## config.mk

```make
export PLATFORM = sky130hd
export DESIGN_NAME = branch_redirect
export DESIGN_NICKNAME = d
export VERILOG_FILES = /design/src/rtl/branch_redirect.sv
export SDC_FILE = /design/constraint.sdc
export NUM_CORES = 1
export LEC_CHECK = 0
export ABC_AREA = 0
export BUFFER_PORTS_ARGS = -buffer_cell sky130_fd_sc_hd__clkbuf_2
export CORE_ASPECT_RATIO = 0.7
export CORE_MARGIN = 4
export CORE_UTILIZATION = 45
export DETAILED_ROUTE_END_ITERATION = 12
export MAX_ROUTING_LAYER = met4
export PLACE_DENSITY_LB_ADDON = 0.08
export SYNTH_ARGS = -nofsm -noshare
export SYNTH_HDL_FRONTEND = slang
export SYNTH_SLANG_ARGS = --single-unit
```

## constraint.sdc

```tcl
create_clock -name clk -period 3 [get_ports clk]
set_input_delay 0.45 -clock clk [delete_from_list [all_inputs] [get_ports clk]]
set_output_delay 0.45 -clock clk [all_outputs]
set_load 0.03 [all_outputs]
```

## src/rtl/branch_redirect.sv

```systemverilog
// Branch mispredict redirect controller: flush pulse, then held fetch redirect, plus optional
// return-address stack enabled by defining BRANCH_REDIRECT_RAS_EN.
package core_pkg;
  localparam int unsigned XLEN = 32;
endpackage

module branch_redirect #(
  parameter int unsigned XLEN      = core_pkg::XLEN,
  parameter int unsigned RAS_DEPTH = 8
) (
  input  logic            clk,
  input  logic            reset,
  input  logic            br_valid,
  input  logic            br_mispredict,
  input  logic [XLEN-1:0] br_target_pc,
  input  logic [5:0]      br_rob_tag,
  input  logic            br_is_call,
  input  logic            br_is_return,
  input  logic [XLEN-1:0] br_return_addr,
  input  logic [5:0]      rob_head,
  output logic            flush_valid,
  output logic [5:0]      flush_rob_tag,
  output logic            redirect_valid,
  output logic [XLEN-1:0] redirect_pc,
  input  logic            redirect_ready,
  output logic            busy,
  output logic            ras_valid,
  output logic [XLEN-1:0] ras_top
);

  localparam int unsigned TAG_W = 6;

  typedef enum logic [1:0] {IDLE, FLUSH, REDIRECT} state_e;

  state_e            state_q, state_d;
  logic [TAG_W-1:0]  pend_tag_q, pend_tag_d;
  logic [XLEN-1:0]   pend_pc_q, pend_pc_d;
  logic              flush_valid_q, flush_valid_d;
  logic [TAG_W-1:0]  flush_tag_q, flush_tag_d;
  logic              redirect_valid_q, redirect_valid_d;
  logic [XLEN-1:0]   redirect_pc_q, redirect_pc_d;
  logic              busy_q, busy_d;

  logic              mispredict_c;
  logic              older_c;
  logic [TAG_W-1:0]  new_age_c;
  logic [TAG_W-1:0]  pend_age_c;

  // Age relative to the ROB head; wrapping subtraction keeps ordering across tag rollover.
  assign mispredict_c = br_valid & br_mispredict;
  assign new_age_c    = br_rob_tag - rob_head;
  assign pend_age_c   = pend_tag_q - rob_head;
  assign older_c      = new_age_c < pend_age_c;

  always_ff @(posedge clk) begin
    if (reset) begin
      state_q          <= IDLE;
      pend_tag_q       <= '0;
      pend_pc_q        <= '0;
      flush_valid_q    <= 1'b0;
      flush_tag_q      <= '0;
      redirect_valid_q <= 1'b0;
      redirect_pc_q    <= '0;
      busy_q           <= 1'b0;
    end else begin
      state_q          <= state_d;
      pend_tag_q       <= pend_tag_d;
      pend_pc_q        <= pend_pc_d;
      flush_valid_q    <= flush_valid_d;
      flush_tag_q      <= flush_tag_d;
      redirect_valid_q <= redirect_valid_d;
      redirect_pc_q    <= redirect_pc_d;
      busy_q           <= busy_d;
    end
  end

  // Next state; an older mispredict always restarts the flush, even over a redirect handshake.
  always_comb begin
    state_d    = state_q;
    pend_tag_d = pend_tag_q;
    pend_pc_d  = pend_pc_q;
    case (state_q)
      IDLE: begin
        if (mispredict_c) begin
          pend_tag_d = br_rob_tag;
          pend_pc_d  = br_target_pc;
          state_d    = FLUSH;
        end
      end
      FLUSH: begin
        if (mispredict_c && older_c) begin
          pend_tag_d = br_rob_tag;
          pend_pc_d  = br_target_pc;
          state_d    = FLUSH;
        end else begin
          state_d = REDIRECT;
        end
      end
      REDIRECT: begin
        if (mispredict_c && older_c) begin
          pend_tag_d = br_rob_tag;
          pend_pc_d  = br_target_pc;
          state_d    = FLUSH;
        end else if (redirect_ready) begin
          state_d = IDLE;
        end
      end
      default: state_d = IDLE;
    endcase

    flush_valid_d    = (state_d == FLUSH);
    flush_tag_d      = (state_d == FLUSH) ? pend_tag_d : '0;
    redirect_valid_d = (state_d == REDIRECT);
    redirect_pc_d    = (state_d == REDIRECT) ? pend_pc_d : '0;
    busy_d           = (state_d != IDLE);
  end

  assign flush_valid    = flush_valid_q;
  assign flush_rob_tag  = flush_tag_q;
  assign redirect_valid = redirect_valid_q;
  assign redirect_pc    = redirect_pc_q;
  assign busy           = busy_q;

`ifdef BRANCH_REDIRECT_RAS_EN
  localparam int unsigned PTR_W = (RAS_DEPTH > 1) ? $clog2(RAS_DEPTH) : 1;
  localparam int unsigned CNT_W = $clog2(RAS_DEPTH + 1);

  logic [XLEN-1:0]  ras_mem_q [RAS_DEPTH];
  logic [PTR_W-1:0] ras_ptr_q, ras_ptr_d;
  logic [CNT_W-1:0] ras_cnt_q, ras_cnt_d;
  logic [XLEN-1:0]  ras_top_q, ras_top_d;
  logic             ras_valid_q, ras_valid_d;
  logic             push_c, pop_c;

  assign push_c = br_valid & br_is_call;
  assign pop_c  = br_valid & br_is_return & ~br_is_call & (ras_cnt_q != '0);

  // Pointer is the next write slot; a full stack overwrites its oldest entry.
  always_comb begin
    ras_ptr_d = ras_ptr_q;
    ras_cnt_d = ras_cnt_q;
    ras_top_d = ras_top_q;
    if (push_c) begin
      ras_ptr_d = ras_ptr_q + PTR_W'(1);
      if (ras_cnt_q != CNT_W'(RAS_DEPTH)) ras_cnt_d = ras_cnt_q + CNT_W'(1);
      ras_top_d = br_return_addr;
    end else if (pop_c) begin
      ras_ptr_d = ras_ptr_q - PTR_W'(1);
      ras_cnt_d = ras_cnt_q - CNT_W'(1);
      ras_top_d = (ras_cnt_q == CNT_W'(1)) ? '0 : ras_mem_q[ras_ptr_q - PTR_W'(2)];
    end
    ras_valid_d = (ras_cnt_d != '0);
  end

  always_ff @(posedge clk) begin
    if (reset) begin
      ras_ptr_q   <= '0;
      ras_cnt_q   <= '0;
      ras_top_q   <= '0;
      ras_valid_q <= 1'b0;
    end else begin
      ras_ptr_q   <= ras_ptr_d;
      ras_cnt_q   <= ras_cnt_d;
      ras_top_q   <= ras_top_d;
      ras_valid_q <= ras_valid_d;
    end
  end

  always_ff @(posedge clk) begin
    if (!reset && push_c) ras_mem_q[ras_ptr_q] <= br_return_addr;
  end

  assign ras_valid = ras_valid_q;
  assign ras_top   = ras_top_q;
`else
  logic unused_ras_c;
  assign unused_ras_c = ^{br_is_call, br_is_return, br_return_addr};
  assign ras_valid    = 1'b0;
  assign ras_top      = '0;
`endif

endmodule
```

==> results of run 1 <==
-- metrics by stage --
| step | worst slack, ns | hold slack [ns] |
|---|---|---|
| 3_5_place_dp | -0.403 | 0.522 |
| 2_1_floorplan | -0.138 | 0.492 |
| 4_1_cts | 0.00234 | 0.422 |
| 6_report | 0.0324 | 0.402 |
| 5_1_grt | -0.0668 | 0.424 |
| 3_3_place_gp | -0.406 | 0.502 |
-- layout by cell type (no fill, tap or decap), types with 3 or more instances in the layout --
cell type and n:
nor2_1 8, clkinvlp_4 3, ha_1 17, a21oi_1 10, xor2_1 4, buf_12 9
conb_1 33, xnor2_1 3, nand3_1 53, nor2b_1 4, clkbuf_2 89, a311oi_2 32
buf_4 31, a211oi_1 11, nand2_1 15, a21oi_4 3, nor3_1 5, a31oi_1 36
clkbuf_16 11, inv_1 12, dfxtp_1 81, nand3_2 12, a21o_1 3, a22oi_1 36
-- final timing paths --
check	start	end	slack, ns
setup / recovery	rob_head[1]	redirect_pc[28]	0.03
setup reg to reg	pend_tag_q[1]	redirect_pc[7]	0.05
hold reg to reg	pend_pc_q[16]	pend_pc_q[16]	0.53
hold / removal	br_target_pc[3]	pend_pc_q[3]	0.40
-- per-layer routing --
layer	up-vias	track usage	part of all wire
met4	0	0.0637	0.014
met1	1884	0.275	0.46
li1	1874	-	-
met3	19	0.0603	0.082
met2	203	0.314	0.45
met5	-	-	0
-- cells by family (layout without fill, tap and decap cells) --
kind of cell             count (synthesis)  in the layout  synth area share
multiplexers                             1              1           0.00263
AO/OA/AOI/OAI                          149            149             0.301
adder cells (fa/ha/maj)                 21             21            0.0648
other                                    1             33          0.000875
buffers and inverters                   82            163             0.115
flip-flops                              81             81             0.378
AND/OR/NAND/NOR                        107            107             0.123
XOR/XNOR                                 7              7            0.0143
-- cell type report --
type                    count  share of cell area
multi-input cells         318               0.444
flip-flops and latches     81               0.291
repair buffers            133               0.168
clock buffers              10              0.0429
well taps                 124              0.0279
clock inverters             6              0.0159
inverters                  14              0.0101
-- what timing repair did --
action | in CTS | in global routing
endpoints found under the hold margin | 0 | 0
endpoints found under the setup margin | 25 | 77
setup buffers | 0 | 2
gates cloned | 0 | 3
pin swaps | 2 | 31
gates resized for setup | 7 | 28
-- where the power goes --
group | switching (W) | internal, W
clock | 0.000447 | 0.000753
sequential | 0.0000471 | 0.00117
combinational | 0.000872 | 0.000515
total | 0.00137 | 0.00243
-- state kept, by name, summed over array words and instances (netlist names) --
name	count
pend_pc_q	32
redirect_pc	32
flush_rob_tag	6
pend_tag_q	6
state_q	2
busy	1
flush_valid	1
redirect_valid	1
-- Yosys cell counts, types with 12 or more instances --
cell type,count
a211oi_1,12
a21oi_1,13
a22oi_1,36
a311oi_2,28
a31oi_1,36
buf_4,38
clkbuf_1,16
dfxtp_1,81
ha_1,19
inv_1,13
nand2_1,15
nand3_1,65
-- worst min-delay path, cell delays in order --
cell,delay (ns)
clkbuf_2,0.10
nand3_2,0.07
a31oi_1,0.07
==> run metrics, run 1 <==
area of the multi-input gates=0.00247 mm²; CTS tree=yes; die width=125 µm; clock transition at the registers of the reported paths=0.06 ns; post-placement cell count=665; max incr delay on CP=about 0.43 ns; VDD IR-drop max=0.000474 V; R2R cell count=13; largest area contributor in the netlist=dfxtp_1; Remaining Overflow, GRT=0; IO Port Bufs=89; layout cell share with drive strength beyond 1=0.388; Max Freq=337 MHz; final design utilization=0.607; PD cells=682 mW/mm²; Final Max Tran Viols=0; Max-Slew Margin vs Limit=0.557; final WL=around 12000 µm; Final Hold Fails=0; Worst Skew=approximately 0.007 ns; Post-CTS Hold Buffers=0; Tcrit/Tclk final=0.989; placed instance area=roughly 0.005 mm²; Crit. End Element=register; Clk Tree Root Cell=clkbuf_16; number of synthesized flops with an enable pin=0; worst slew pin tran=about 0.66 ns; path length in cells of the critical path=17; Mapped Avg Cell Area=9.55 µm²; top-area cell type share of the netlist area=0.378; row count=29; n_diodes=0; hold crit path type=in -> reg; Crit-path slowest cell=or4_4; largest net degree at the start of global routing=40; 1st-iter DRT viols=approximately 290; number of antenna violations at the first check in global routing=0; DRT Pass-1 Iters=5; vias=3980; DPL Wire Length=8110 µm; fin crit period=2.97 ns; #FFs+latches synth=81; crit start category=primary input; post-route cell area=0.00557 mm²; DR vias/cell=roughly 5.8; GP Congestion=0.749; WS Path Type=in -> reg; final number of setup-violating endpoints=0; RSZ-0062 raised after global routing=true; non-filler instance count after layout=686; # Max-Cap Violations=0; dominant cells by area after synthesis=dfxtp_1 38%, a311oi_2 9.8%, nand3_1 7.6%; cell area after synthesis=0.00429 mm²; Async SR Flop Fraction=0; Tot GR Track Use=0.209; core area=0.00918 mm²; cell chain of the critical path=clkbuf_2, clkinvlp_4, ha_1, nor2b_1, o21ai_2, a21boi_2, or4_4, nand3_2, ha_4, nand2_4, nor2_4, buf_4, a21oi_4, buf_12, buf_8, nand3_1, a311oi_2; H-tree Lvls=3; WL per Instance=17.9 µm; Distinct cells, synth=between 40 and 50; status=finished clean; clock buffer depth=2; Initial Util=0.467; Primary FF master, synth=dfxtp_1; Top-Level Pins=157; DR DRC count=0; Clk Latency, worst-skew pair=0.34 ns; Die H=89.7 µm; Final Total Pwr=roughly 0.0038 W; synth-to-layout area growth=29.9%; filler cell count=799; first-pass GRT wire length=18200 µm; die area=0.0112 mm²; nets=661; total negative slack=0 ns; CP arrival=3.21 ns; Leakage=2.18 nW; largest fanout on the critical path=6; register area share after synthesis=0.378; sequential cell area=0.00162 mm²; hold depth=3; Post-Synthesis Cells=between 400 and 500; CP Buf/Inv Count=5; Worst EP required=3.24 ns; Yosys warnings=0; TritonCTS buffer count=9; Routed Antenna Nets=0; CP top delay family=simple AND/OR/NAND/NOR gates; # clock sinks=81; vias in the first global route=3682
Note: power is estimated with default switching activity, not from simulation.
==> run 2: changes to the inputs <==
- CORE_MARGIN: 4 -> not set
- CORE_UTILIZATION: 45 -> 50
- clock period: 3 -> 2.75 ns (I/O delays scaled with it)
==> run 2 against run 1 <==
The flow now finishes with violations (setup timing); core utilization increased by 17 points; critical path type unchanged; final area increased by 13%; die area decreased by 20%; first-iteration DRC count increased by 17%; worst hold slack got worse by 0.043 ns; sequential power increased by 11%; clock-buffer cell count increased by 2; total power increased by 17%; critical path depth increased by 1; wire length increased by 12%; clock skew decreased by 0.0016 ns; final cell count unchanged.
==> run metrics, run 2 (same netlist as run 1, synthesis figures left out) <==
Clk Tree Root Cell=clkbuf_16; clock transition at the registers of the reported paths=around 0.060 ns; Worst Skew=0.00532 ns; VDD IR-drop max=0.000555 V; synth-to-layout area growth=47.1%; Clock power frac=0.278; leading cell type in the layout, fill and taps excluded=clkbuf_2; crit start category=primary input; TritonCTS buffer count=9; Post-CTS Hold Buffers=0; die area=0.00895 mm²; non-filler instance count after layout=686; PD cells=between 700 and 800 mW/mm²; failing checks=setup timing; first-pass GRT wire length=~19000 µm; layout cell share with drive strength beyond 1=0.499; fin crit period=3.13 ns; vias=4268; Final Total Pwr=0.00445 W; final design utilization=0.781; Routed Antenna Nets=0; worst setup slack after layout=-0.381 ns; Remaining Overflow, GRT=0; CP arrival=3.37 ns; Max Freq=around 320 MHz; Initial Util=0.531; RSZ-0062 raised after global routing=true; Leakage=roughly 2.4 nW; Worst EP required=2.99 ns; IO Port Bufs=89; clock buffer depth=2; placed instance area=0.00502 mm²; Die H=79.5 µm; most frequent cells in the layout=88 x clkbuf_2, 79 x dfxtp_1, 38 x buf_4; Tot GR Track Use=0.286; core area=0.00807 mm²; final number of setup-violating endpoints=81; DR DRC count=0; Max-Slew Margin vs Limit=0.480; post-placement cell count=651; WL per Instance=20.0 µm; filler cell count=between 500 and 600; DRT Pass-1 Iters=5; Final Hold Fails=0; vias in the first global route=slightly below 4000; DR vias/cell=approximately 6.2; pre-CTS setup slack=-0.593 ns; largest net degree at the start of global routing=40; # clock sinks=81; Sw Pwr=0.00172 W; Crit. End Element=register; final WL=13700 µm; Comb power frac=0.422; CTS tree=yes; # Max-Cap Violations=0; Seq pwr share=0.300; H-tree Lvls=3; Final Max Tran Viols=0; number of antenna violations at the first check in global routing=0; 1st-iter DRT viols=between 300 and 400; Tcrit/Tclk final=1.14; status=finished with violations; Power Internal=between 0.002 and 0.003 W; GP Congestion=0.859; hold crit path type=in -> reg; WS Path Type=in -> reg; nets=684; row count=27; n_diodes=0; post-route cell area=~0.0063 mm²; sw frac=0.385; worst slew pin tran=a little under 0.8 ns; Top-Level Pins=157; Clk Latency, worst-skew pair=roughly 0.35 ns; die width=113 µm; DPL Wire Length=around 7900 µm; largest fanout on the critical path=5
## run 2: final timing paths
check                     start              end  slack [ns]  depth (start not counted)
setup / recovery    rob_head[1]  redirect_pc[24]       -0.38                         18
hold / removal            reset    pend_tag_q[4]        0.36                          2
setup reg to reg  pend_tag_q[1]  redirect_pc[24]       -0.38                         15
hold reg to reg   pend_pc_q[16]    pend_pc_q[16]        0.53                          2
## run 2: critical path, stage by stage
cell	delay [ns]
buf_6	0.07
clkinvlp_4	0.10
buf_6	0.13
ha_4	0.20
nor2b_4	0.11
o21ai_1	0.11
nand2b_1	0.10
a2111o_1	0.41
o211a_1	0.15
ha_4	0.24
a21oi_4	0.17
o211ai_4	0.12
buf_12	0.15
a21oi_4	0.13
buf_6	0.18
clkbuf_16	0.16
nand3_1	0.13
a311oi_2	0.29
## run 2: power groups by stage
stage                     Combinational (W)  Sequential (W)  Clock (W)
after floorplan                    0.000923         0.00140          0
after global placement              0.00133         0.00135          0
after detailed placement            0.00136         0.00135          0
after CTS                           0.00154         0.00133    0.00125
after global routing                0.00197         0.00134    0.00131
final                               0.00188         0.00134    0.00124
## run 2: per-stage QoR
| step | setup TNS, ns | hold WS (ns) |
|---|---|---|
| 3_3_place_gp | -34.40 | 0.504 |
| 5_1_grt | -28.31 | 0.358 |
| 3_5_place_dp | -38.54 | 0.515 |
| 2_1_floorplan | -20.80 | 0.492 |
| 6_report | -19.22 | 0.359 |
| 4_1_cts | -14.61 | 0.344 |
## run 2: metal layers
layer,global-route usage,routed length [µm],vias up
met5,-,0,-
met4,0.0800,327,0
met3,0.0774,1100,37
met2,0.454,6470,247
met1,0.361,5840,2061
li1,-,-,1923
## run 2: what timing repair did
item                       in CTS  in global routing
setup buffers                   7                  9
gates resized for setup        53                 80
cloned                          2                  3
setup endpoints to repair      81                 81
pin swaps                      27                 67
## run 2: area by class of cell
class	count	area [µm²]	share of cell area
timing repair buffer	155	1190	0.188
sequential	81	1620	0.258
clock buffer	12	256	0.0407
clock inverter	4	48.8	0.00774
inverter	14	56.3	0.00893
tap	101	126	0.0200
multi-input combinational	319	3010	0.477
==> run 3: changes to the inputs <==
- REMOVE_ABC_BUFFERS: not set -> 1
==> run 3 against run 2 <==
The run still ends with setup timing left; critical path depth fell by 2; die area unchanged; clock-buffer cell count rose by 1; total power grew 5.9%; combinational power grew 9%; flip-flop and latch count is the same; largest cell class unchanged.
==> run metrics, run 3 (same netlist as run 1, synthesis figures left out) <==
clock transition at the registers of the reported paths=0.06 ns; Tot GR Track Use=0.315; Clk Tree Root Cell=clkbuf_16; Worst EP required=2.95 ns; final number of setup-violating endpoints=between 80 and 90; Crit. End Element=register; die area=just under 0.009 mm²; pre-CTS setup slack=-0.869 ns; vias=~4400; RSZ-0062 raised after global routing=true; DR WL met3=969 µm; CP arrival=3.34 ns; fin crit period=~3.1 ns; Final Total Pwr=0.00472 W; placed instance area=0.00499 mm²; final design utilization=0.817; Routed Antenna Nets=0; DR vias/cell=roughly 6.3; post-route cell area=approximately 0.0066 mm²; M1 WL=6560 µm; Initial Util=0.531; WS Path Type=reg -> reg; final WL=15000 µm; DRT Pass-1 Iters=5; Max-Slew Margin vs Limit=0.401; failing checks=setup timing; worst setup slack after layout=-0.389 ns; # clock sinks=81; WL per Instance=21.4 µm; DPL Wire Length=about 8000 µm; Remaining Overflow, GRT=0; top sig layer=met4; status=finished with violations; # Max-Cap Violations=0; Max Freq=approximately 320 MHz; first-pass GRT wire length=~21000 µm; synth-to-layout area growth=53.9%; Final Max Tran Viols=0; Final Hold Fails=0; Leakage=2.51 nW; die width=113 µm; hold crit path type=in -> reg; largest fanout on the critical path=5; most frequent cells in the layout=88 x clkbuf_2, 79 x dfxtp_1, 48 x buf_4; DR DRC count=0; Crit-path slowest cell=a2111o_1; Top-Level Pins=around 160; Worst Skew=0.00928 ns; core area=roughly 0.008 mm²; Die H=79.5 µm; clock buffer depth=2; hold_ws=around 0.36 ns; nets=between 600 and 700; TritonCTS buffer count=9; vias in the first global route=4075; H-tree Lvls=3; PD cells=715 mW/mm²; row count=27; CTS tree=yes; max incr delay on CP=0.37 ns; met2 wire len=7160 µm; cell chain of the critical path=ha_4, nor2b_4, o21ai_1, nand2b_1, a2111o_1, o211a_1, ha_4, a21oi_4, o211ai_4, buf_6, a21o_4, buf_12, buf_8, buf_16, a31oi_4, a211oi_2; GP Congestion=a little over 0.9; filler cell count=470; IO Port Bufs=89; crit start category=register; Post-CTS Hold Buffers=0; VDD IR-drop max=0.000551 V; worst slew pin tran=0.899 ns; Clk Latency, worst-skew pair=between 0.3 and 0.4 ns; n_diodes=0; 1st-iter DRT viols=350; leading cell type in the layout, fill and taps excluded=clkbuf_2; Tcrit/Tclk final=1.14; most frequent CP cell=ha_4; largest net degree at the start of global routing=40; number of antenna violations at the first check in global routing=0; layout cell share with drive strength beyond 1=0.533
## run 3: cell count changes in the layout (fill, tap and decap cells not counted), moves of 3 or more
cell and delta:
a211oi_1 +9, nand3_2 +27, buf_8 -3, a311oi_4 +3, nand3_1 -23, a211oi_4 -3
buf_16 +5, buf_4 +10, a311oi_2 -4, nand3_4 -4, buf_12 +4, a211oi_2 -6
## run 3: final cells by class
cell class,count,area (µm²),area share
multi-input combinational,318,3040,0.460
clock buffer,13,270,0.0410
timing repair buffer,170,1430,0.216
sequential,81,1620,0.246
clock inverter,2,60.1,0.00910
tap,101,126,0.0192
inverter,14,55.1,0.00834
## run 3: worst max-delay path: cells and delay by family (launching register included)
family	cells	cell delay [ns]
AOI/OAI and AO/OA	8	1.43
adders and majority gates	2	0.46
buffers and inverters	4	0.54
DFF	1	0.35
and+or+nand+nor	2	0.21
## run 3: metrics by stage
stage,setup TNS (ns),std cells
4_1_cts,-14.76,691
2_1_floorplan,-67.77,413
5_1_grt,-28.56,699
6_report,-22.41,699
3_5_place_dp,-62.99,651
3_3_place_gp,-50.16,651
## run 3: path summary, 6_finish.rpt
check	from	to	slack (ns)	cells past startpoint
worst max-delay path	pend_tag_q[1]	flush_rob_tag[0]	-0.39	16
worst min-delay path	br_target_pc[16]	redirect_pc[16]	0.36	3
worst max register to register	pend_tag_q[1]	flush_rob_tag[0]	-0.39	16
worst min register to register	pend_pc_q[8]	redirect_pc[8]	0.53	2
## run 3: repair_timing
| action | CTS | global route |
|---|---|---|
| endpoints found under the setup margin | 81 | 81 |
| buffers inserted | 19 | 6 |
| pin swaps | 32 | 37 |
| resized for setup | 96 | 65 |
| gates cloned | 7 | 3 |
## run 3: power by group
part	total (W)	switching [W]	leakage [nW]	internal, W
sequential	0.00135	0.0000771	0.659	0.00127
combinational	0.00204	0.00122	1.69	0.000815
clock	0.00133	0.000461	0.162	0.000865
## run 3: layer usage
layer  vias to the layer above  GRT usage
met5                         -          -
met3                        31     0.0782
met1                      2157      0.400
met2                       242      0.502
met4                         0     0.0880
li1                       1951          -
